**config.mk**
```make
export PLATFORM = sky130hd
export DESIGN_NAME = pwm_regbank_mc
export DESIGN_NICKNAME = d
export VERILOG_FILES = /design/src/rtl/pwm_pkg.sv /design/src/rtl/pwm_shadow_reg.sv /design/src/rtl/pwm_regbank_mc.sv
export SDC_FILE = /design/constraint.sdc
export NUM_CORES = 1
export LEC_CHECK = 0
export CORE_ASPECT_RATIO = 2
export CORE_MARGIN = 10
export CORE_UTILIZATION = 45
export CTS_CLUSTER_SIZE = 14
export DETAILED_ROUTE_END_ITERATION = 6
export DONT_BUFFER_PORTS = 1
export PLACE_DENSITY = 0.6
export SLEW_MARGIN = 20
export SYNTH_ARGS = -nofsm -noshare
export SYNTH_HDL_FRONTEND = slang
export SYNTH_SLANG_ARGS = --single-unit
```
**constraint.sdc**
```tcl
create_clock -name clk -period 2.7 [get_ports clk]
set_input_delay 0.54 -clock clk [delete_from_list [all_inputs] [get_ports clk]]
set_output_delay 0.54 -clock clk [all_outputs]
set_load 0.1 [all_outputs]
```
**src/rtl/pwm_pkg.sv**
```systemverilog
// +----------------------------------------------------------------------------+
// | pwm_pkg : register map and bit positions for the PWM register bank         |
// | Rev 1.0                                                                    |
// +----------------------------------------------------------------------------+
`default_nettype none

package pwm_pkg;

  localparam int PWM_A_CTRL   = 'h00;
  localparam int PWM_A_STATUS = 'h01;
  localparam int PWM_A_PERIOD = 'h02;
  localparam int PWM_A_PRESC  = 'h03;
  localparam int PWM_A_CHEN   = 'h04;
  localparam int PWM_A_DUTY0  = 'h10;

  localparam int PWM_CTRL_EN    = 0;
  localparam int PWM_CTRL_MODE  = 1;
  localparam int PWM_CTRL_PE    = 2;
  localparam int PWM_CTRL_FORCE = 3;
  localparam int PWM_CTRL_IE    = 4;
  localparam int PWM_CTRL_LOCK  = 7;

  localparam int PWM_ST_DONE = 0;
  localparam int PWM_ST_PEND = 1;

endpackage

`default_nettype wire

```
**src/rtl/pwm_shadow_reg.sv**
```systemverilog
// +----------------------------------------------------------------------------+
// | pwm_shadow_reg : one shadow/active register pair with preload control      |
// | Rev 1.0                                                                    |
// +----------------------------------------------------------------------------+
`default_nettype none

module pwm_shadow_reg #(
  parameter int W = 16
) (
  input  logic         clk,
  input  logic         rst_n,
  input  logic         wr,
  input  logic         pe,
  input  logic         load,
  input  logic [W-1:0] wr_data,
  output logic [W-1:0] shadow,
  output logic [W-1:0] active
);

  logic [W-1:0] shadow_q, shadow_d;
  logic [W-1:0] active_q, active_d;

  always_comb begin
    shadow_d = shadow_q;
    active_d = active_q;
    if (wr) shadow_d = wr_data;
    // A direct write is newer than anything a load could copy; load uses pre-write shadow.
    if (wr && !pe)  active_d = wr_data;
    else if (load)  active_d = shadow_q;
  end

  always_ff @(posedge clk) begin
    if (!rst_n) begin
      shadow_q <= '0;
      active_q <= '0;
    end else begin
      shadow_q <= shadow_d;
      active_q <= active_d;
    end
  end

  assign shadow = shadow_q;
  assign active = active_q;

endmodule

`default_nettype wire

```
**src/rtl/pwm_regbank_mc.sv**
```systemverilog
// +----------------------------------------------------------------------------+
// | pwm_regbank_mc : multi-channel PWM register bank with preload registers.   |
// | Optional write protection (CTRL.LOCK) when PWM_WPROT_EN is defined.        |
// | Rev 1.0                                                                    |
// +----------------------------------------------------------------------------+
`default_nettype none

module pwm_regbank_mc
  import pwm_pkg::*;
#(
  parameter int WIDTH  = 16,
  parameter int NCH    = 4,
  parameter int ADDR_W = 6
) (
  input  logic                 clk,
  input  logic                 rst_n,
  input  logic                 wr_en,
  input  logic                 rd_en,
  input  logic [ADDR_W-1:0]    addr,
  input  logic [WIDTH-1:0]     wr_data,
  output logic [WIDTH-1:0]     rd_data,
  output logic                 rd_valid,
  input  logic                 upd_evt,
  output logic                 en,
  output logic                 mode,
  output logic [NCH-1:0]       ch_en,
  output logic [WIDTH-1:0]     period,
  output logic [WIDTH-1:0]     prescaler_div,
  output logic [NCH*WIDTH-1:0] duty,
  output logic                 irq
);

  logic en_q, en_d, mode_q, mode_d, pe_q, pe_d, ie_q, ie_d;
  logic force_q, force_d, pending_q, pending_d, done_q, done_d;
  logic [WIDTH-1:0] rd_data_q, rd_data_d;
  logic             rd_valid_q, rd_valid_d;
  logic             locked;

  logic sel_ctrl, sel_status, sel_period, sel_presc, sel_chen;
  logic ctrl_wr, wr_period, wr_presc, wr_chen, shadowed_wr, load;
  logic [NCH-1:0]   wr_duty;
  logic [WIDTH-1:0] period_sh, period_act, presc_sh, presc_act;
  logic [NCH-1:0]   chen_sh, chen_act;
  logic [WIDTH-1:0] duty_sh [NCH];
  logic [WIDTH-1:0] duty_act [NCH];
  logic [WIDTH-1:0] rd_val;

  assign sel_ctrl   = (addr == ADDR_W'(PWM_A_CTRL));
  assign sel_status = (addr == ADDR_W'(PWM_A_STATUS));
  assign sel_period = (addr == ADDR_W'(PWM_A_PERIOD));
  assign sel_presc  = (addr == ADDR_W'(PWM_A_PRESC));
  assign sel_chen   = (addr == ADDR_W'(PWM_A_CHEN));

  assign ctrl_wr     = wr_en && sel_ctrl && !locked;
  assign wr_period   = wr_en && sel_period && !locked;
  assign wr_presc    = wr_en && sel_presc && !locked;
  assign wr_chen     = wr_en && sel_chen;
  assign shadowed_wr = wr_period || wr_presc || wr_chen || (|wr_duty);
  assign load        = (upd_evt || force_q) && pending_q;

`ifdef PWM_WPROT_EN
  logic lock_q, lock_d;
  assign lock_d = lock_q || (ctrl_wr && wr_data[PWM_CTRL_LOCK]);
  always_ff @(posedge clk) begin
    if (!rst_n) lock_q <= 1'b0;
    else        lock_q <= lock_d;
  end
  assign locked = lock_q;
`else
  assign locked = 1'b0;
`endif

  pwm_shadow_reg #(.W(WIDTH)) u_period (
    .clk(clk), .rst_n(rst_n), .wr(wr_period), .pe(pe_q), .load(load),
    .wr_data(wr_data), .shadow(period_sh), .active(period_act));

  pwm_shadow_reg #(.W(WIDTH)) u_presc (
    .clk(clk), .rst_n(rst_n), .wr(wr_presc), .pe(pe_q), .load(load),
    .wr_data(wr_data), .shadow(presc_sh), .active(presc_act));

  pwm_shadow_reg #(.W(NCH)) u_chen (
    .clk(clk), .rst_n(rst_n), .wr(wr_chen), .pe(pe_q), .load(load),
    .wr_data(NCH'(wr_data)), .shadow(chen_sh), .active(chen_act));

  generate
    for (genvar i = 0; i < NCH; i++) begin : g_duty
      assign wr_duty[i] = wr_en && (addr == ADDR_W'(PWM_A_DUTY0 + i));
      pwm_shadow_reg #(.W(WIDTH)) u_duty (
        .clk(clk), .rst_n(rst_n), .wr(wr_duty[i]), .pe(pe_q), .load(load),
        .wr_data(wr_data), .shadow(duty_sh[i]), .active(duty_act[i]));
      assign duty[i*WIDTH +: WIDTH] = (duty_act[i] > period_act) ? period_act : duty_act[i];
    end
  endgenerate

  always_comb begin
    en_d      = en_q;
    mode_d    = mode_q;
    pe_d      = pe_q;
    ie_d      = ie_q;
    force_d   = 1'b0;
    pending_d = pending_q;
    done_d    = done_q;
    if (ctrl_wr) begin
      en_d    = wr_data[PWM_CTRL_EN];
      mode_d  = wr_data[PWM_CTRL_MODE];
      pe_d    = wr_data[PWM_CTRL_PE];
      ie_d    = wr_data[PWM_CTRL_IE];
      force_d = wr_data[PWM_CTRL_FORCE];
    end
    // A preloaded write racing an update keeps PENDING so the new value is not lost.
    if (shadowed_wr && pe_q) pending_d = 1'b1;
    else if (load)           pending_d = 1'b0;
    if (load)                                             done_d = 1'b1;
    else if (wr_en && sel_status && wr_data[PWM_ST_DONE]) done_d = 1'b0;
  end

  always_comb begin
    rd_val = '0;
    if (sel_ctrl)   rd_val = WIDTH'({locked, 2'b00, ie_q, 1'b0, pe_q, mode_q, en_q});
    if (sel_status) rd_val = WIDTH'({pending_q, done_q});
    if (sel_period) rd_val = period_sh;
    if (sel_presc)  rd_val = presc_sh;
    if (sel_chen)   rd_val = WIDTH'(chen_sh);
    for (int i = 0; i < NCH; i++) begin
      if (addr == ADDR_W'(PWM_A_DUTY0 + i)) rd_val = duty_sh[i];
    end
    rd_valid_d = rd_en;
    rd_data_d  = rd_en ? rd_val : rd_data_q;
  end

  always_ff @(posedge clk) begin
    if (!rst_n) begin
      en_q       <= 1'b0;
      mode_q     <= 1'b0;
      pe_q       <= 1'b0;
      ie_q       <= 1'b0;
      force_q    <= 1'b0;
      pending_q  <= 1'b0;
      done_q     <= 1'b0;
      rd_data_q  <= '0;
      rd_valid_q <= 1'b0;
    end else begin
      en_q       <= en_d;
      mode_q     <= mode_d;
      pe_q       <= pe_d;
      ie_q       <= ie_d;
      force_q    <= force_d;
      pending_q  <= pending_d;
      done_q     <= done_d;
      rd_data_q  <= rd_data_d;
      rd_valid_q <= rd_valid_d;
    end
  end

  assign en            = en_q;
  assign mode          = mode_q;
  assign ch_en         = chen_act;
  assign period        = period_act;
  assign prescaler_div = presc_act;
  assign rd_data       = rd_data_q;
  assign rd_valid      = rd_valid_q;
  assign irq           = done_q && ie_q;

endmodule

`default_nettype wire

```
# After elaboration in Yosys (flattened, before gate mapping)

Cells that the tools add are included.

Register bits: 224
Bits in latches: 0
Bits in writable memories: 0
Bits in read-only memories: 0
Input bits: 27
Output and inout bits: 120
Logic and storage cells: 103
Memories kept: 0

$add $sub $neg: 0
Multiply operators: 0
Div/mod/pow operators: 0
$lt $le $gt $ge: 4
Equality and inequality tests: 8
Shifts and indexed selects: 0
Mux-type cells: 31
Bitwise gates (word level): 0
Reductions and logical operators: 37

Operator list:

| kind                                          | count |
|---|---|
| two-way mux 16 bit                            | 24 |
| greater-than comparator 16 bit                | 4 |
| == test 6 x 5 -> 1 bit, second input constant | 4 |
| logical AND 1 bit                             | 20 |
| nonzero test 2 bit                            | 9 |
| == test 6 x 2 -> 1 bit, second input constant | 2 |
| two-way mux 4 bit                             | 2 |
| == test 6 x 1 -> 1 bit, second input constant | 1 |
| == test 6 x 3 -> 1 bit, second input constant | 1 |
| logical NOT 6 bit                             | 1 |
| two-way mux 5 bit                             | 1 |
| logical OR 1 bit                              | 4 |
| two-way mux 1 bit                             | 4 |
| OR reduction 4 bit                            | 1 |
| AND reduction 2 bit                           | 1 |
| logical NOT 1 bit                             | 1 |

# Depth between registers and ports, before layout

Depth after elaboration: 10
Gate-level depth with buffers: 9
Depth with buffers taken out: 8

# Modules after synthesis

From an unflattened synthesis, not the netlist that was laid out.

Cells, all modules: 1351
Area, all modules: 13445.4 sq um

Modules (own cells, without submodules):

| module                                 | times used | cells each | area an instance (sq um) | sequential area each (sq um) |
|---|---|---|---|---|
| pwm_shadow_reg at g_duty[0].u_duty ... | 6          | 127        | 1426.4                   | 640.6 |
| pwm_regbank_mc                         | 1          | 557        | 4551.9                   | 480.5 |
| pwm_shadow_reg at u_chen               | 1          | 32         | 335.3                    | 160.2 |

# Least setup slack after synthesis

Ideal clock, no wire load.

Path type: register -> output
Start: register u_period.active_q[7] (netlist: u_period.active[7])
End: output port duty[5]
Data arrival time: 3.431 ns
Data required time: 2.160 ns
Slack: -1.271 ns
Stages on the path, launching flop included: 9
Buffers on the path: 1
Path through: dfxtp_1 -> inv_1 -> ha_1 -> a211o_1 -> o32a_1 -> a31oi_2 -> a211oi_4 -> buf_6 -> mux2_1

Word-level cells in the longest chain between the ends: 2

Ends and longest elaborated chain:

| what                           | RTL line             | source |
|---|---|---|
| start, declared                | pwm_shadow_reg.sv:21 | `logic [W-1:0] active_q, active_d;` |
| start signal, assigned         | pwm_shadow_reg.sv:38 | `active_q <= active_d;` |
| greater-than comparator 16 bit | pwm_regbank_mc.sv:91 | `assign duty[i*WIDTH +: WIDTH] = (duty_act[i] > period_act) ? period_act : duty_act[i];` |
| two-way mux 16 bit             | pwm_regbank_mc.sv:91 |  |
| end, declared                  | pwm_regbank_mc.sv:29 | `output logic [NCH*WIDTH-1:0] duty,` |

No other way between the ends.

# Worst setup path in the final report

Start: register u_period.active_q[9] (netlist: u_period.active[9])
End: output port duty[15]

The elaborated chain is that of the path after synthesis.

==> results.md <==
* PD cells at 448.9 nW/µm²
* Status: finished with violations
* Residual DRC at 0
* Number of primary I/O pins at 147
* Worst Hold Class: in -> reg
* Routed Antenna Nets at 0
* WHS at 0.1303 ns
* Mux share of post-synthesis cell area at 0.1487
* NumNets Final at 1,645
* Clock root buffer: clkbuf_16
* Cells on worst reg2reg path at 5
* Most frequent cells in the layout: 342 x nand2_1, 206 x dfxtp_1, 185 x buf_4, 106 x mux2i_1, 100 x o211a_1
* Max Cap Violations at 0
* Post-DP Area at 15,200 µm²
* Terminus of the critical flop-to-flop path: u_period.active[9]
* Unrepaired setup endpoints after global routing: true
* Final worst slack at -0.8441 ns
* Post-synthesis cell area at 12,530 µm²
* Vias per Instance at 5.757
* Setup Viol. Count Final at 64
* Hold path start: wr_data[3]
* Final Max Slew Viols at 0
* Leakage Power at 8.416 nW
* Synth area leader: dfxtp_1
* Synth Area in Adders at 0.06389
* Slew headroom at 0.3410
* Sink Count at 224
* Final Hold Vio Count at 0
* Seq cells post-synth at 224
* Filler Cell Count at 2,367
* Failing checks: setup timing
* Hold path cells at 2
* Vias in the first global route at 10,970
* DIE HEIGHT at 256.0 µm
* Drt pass-1 iters at 7
* Routability cong. at 0.8763
* Largest family of logic cells by synthesized area: compound AO/OA/AOI/OAI gates
* Row count at 86
* Die width at 138.0 µm
* Crit Path Category: reg -> out
* Max Clock Freq at 282.2 MHz
* Syn Nets at 1,498
* Hold Buf Count CTS at 0
* Yosys top cell area share at 0.3578
* Synth area leaders: dfxtp_1 36%, nand2_1 10%, mux2i_1 8.5%
* GR Overflow Total at 0
* Clk_skew at 0.01408 ns
* Ant. Diodes at 0
* Commonest non-fill, non-tap cell in the layout: nand2_1
* Average wire per standard cell at 22.41 µm
* P&R area growth vs syn at 31.45%
* Worst-path maximum fanout at 8
* Yosys Warn Count at 0
* Post-Synth XOR/XNOR Area at 0
* H-tree depth at 1
* Initial antenna violation count at 0
* Tcrit/Tclk final at 1.313
* CTS buffer count at 22
* Post-synthesis compound-gate area fraction at 0.2316
* Ys flop type: dfxtp_1
* Port bufs at 0
* Async set-reset flop share out of synthesis at 0
* Die area at 35,330 µm²
* Post-synthesis sequential area ratio at 0.3578
* TritonCTS clock tree: built
* Post-layout util at 0.5981
* R2R Path Start: force_q
* Clock Latency Late Sink at 0.52 ns
* Final min period at 3.544 ns
* Post-Route WL at 43,050 µm
* Netlist cell types at 68
* CP endpoint kind: output port
* Synth Area in Simple Gates at 0.1478
* Avg Cell Area, Syn at 8.908 µm²
* Clk buf depth at 3
* Final instance area at 16,470 µm²
* GRT Util Overall at 0.2281
* Crit start category: flop
* Starting DRT DRC Count at 726
* Setup TNS at -44.07 ns
* Critical Path RT at 2.16 ns
* HPWL Detailed at 32,590 µm
* Worst Path Arrival at 3.00 ns
* Worst vdd ir at 0.0005429 V
* Largest net degree at the start of global routing at 225
* WHS Endpoint: force_q
* First-pass GRT wire length at 65,610 µm
* Vias at 11,060
* Fraction of layout cells with a size suffix above 1 at 0.2843
* Reg2Reg Setup Slack at 0.99 ns
* Number of synthesized flops with an enable pin at 0
* Clock transition at path regs at 0.07 ns
* Cells after synthesis at 1,407
* Slew at the pin with the worst max-slew slack at 0.9871 ns
* Core area at 27,550 µm²
* Starting Density at 0.4550
cells in the mapped netlist, types with 8 or more instances:
cell      instances
a221oi_1         15
clkbuf_1         75
a211oi_1         16
a21boi_1         28
mux2i_1         106
dfxtp_1         224
o22ai_1          15
ha_1             64
mux2_4           10
nand4_1           8
o211a_1         100
nor2_1           26
mux2_2           52
buf_4             8
a22o_1           12
o21ai_0          40
nor2b_1           9
nand2_1         342
nand3_1          18
a21boi_0         75
buf_2            28
a21oi_1          36
inv_1            24
registers in the layout (all words and copies together), names as in the netlist, 4 cells and up:
| signal | cells |
|---|---|
| u_presc.active | 16 |
| g_duty.u_duty.shadow | 64 |
| u_chen.shadow | 4 |
| u_chen.active | 4 |
| u_period.shadow | 16 |
| u_presc.shadow | 16 |
| rd_data | 16 |
| u_period.active | 16 |
| g_duty.u_duty.active | 64 |
cell type report:
class | instances | area (µm²) | area share
Timing Repair Buffer | 240 | 2415 | 0.1466
Clock buffer | 36 | 735.7 | 0.04466
Clock inverter | 3 | 26.28 | 0.001595
Tap cell | 352 | 440.4 | 0.02673
Inverter | 24 | 142.6 | 0.008658
Multi-Input combinational cell | 1042 | 8170 | 0.4959
Sequential cell | 224 | 4544 | 0.2758
metrics by stage:
step	cells	power, W	setup slack [ns]
global route	1921	0.007607	-0.8138
global placement	1874	0.004180	-0.3522
CTS	1918	0.007460	-0.8123
finish	1921	0.007395	-0.8441
detailed placement	1874	0.004192	-0.4003
floorplan	1407	0.004051	-0.3193
kinds of logic after synthesis:
logic type / after synthesis
AO/OA/AOI/OAI: 369
AND/OR/NAND/NOR: 437
multiplexers: 172
flip-flops: 224
adder cells (fa/ha/maj): 64
buffers and inverters: 141
critical path, stage by stage, from the launching register on:
cell	delay, ns
dfxtp_4	0.37
inv_6	0.05
ha_4	0.25
nand4_1	0.26
a211oi_2	0.25
o32a_1	0.19
a31oi_2	0.06
a211oi_4	0.30
buf_6	0.24
mux2_4	0.34
buf_12	0.17
where the power goes:
group / internal (W) / switching, W
registers: 0.00332 / 0.0000292
clock network: 0.00187 / 0.00133
logic: 0.000359 / 0.000495
per-layer routing:
| metal | vias up | wire length, µm | GRT usage | share of wire |
|---|---|---|---|---|
| li1 | 5308 | - | - | - |
| met1 | 5342 | 17100 | 0.2590 | 0.40 |
| met2 | 325 | 21750 | 0.4023 | 0.51 |
| met3 | 84 | 2330 | 0.04049 | 0.054 |
| met4 | 0 | 1867 | 0.1059 | 0.043 |
| met5 | - | 0 | 0 | 0 |
repair_timing:
item / CTS / global route
pin swaps: 22 / 12
resized for setup: 55 / 32
setup buffers: 3 / 5
hold endpoints to repair: 0 / 0
setup endpoints to repair: 64 / 64
gates cloned: 2 / 1
worst max path at each step:
stage                              from  endpoint  slack [ns]  depth (start not counted)
floorplan            u_period.active[2]  duty[37]       -0.32                          9
global placement    u_period.active[11]   duty[4]       -0.35                         11
detailed placement  u_period.active[11]  duty[15]       -0.40                         11
CTS                 u_period.active[11]   duty[4]       -0.81                         11
global route         u_period.active[2]  duty[15]       -0.81                         10
finish               u_period.active[9]  duty[15]       -0.84                         10
Note: power is estimated with default switching activity, not from simulation.
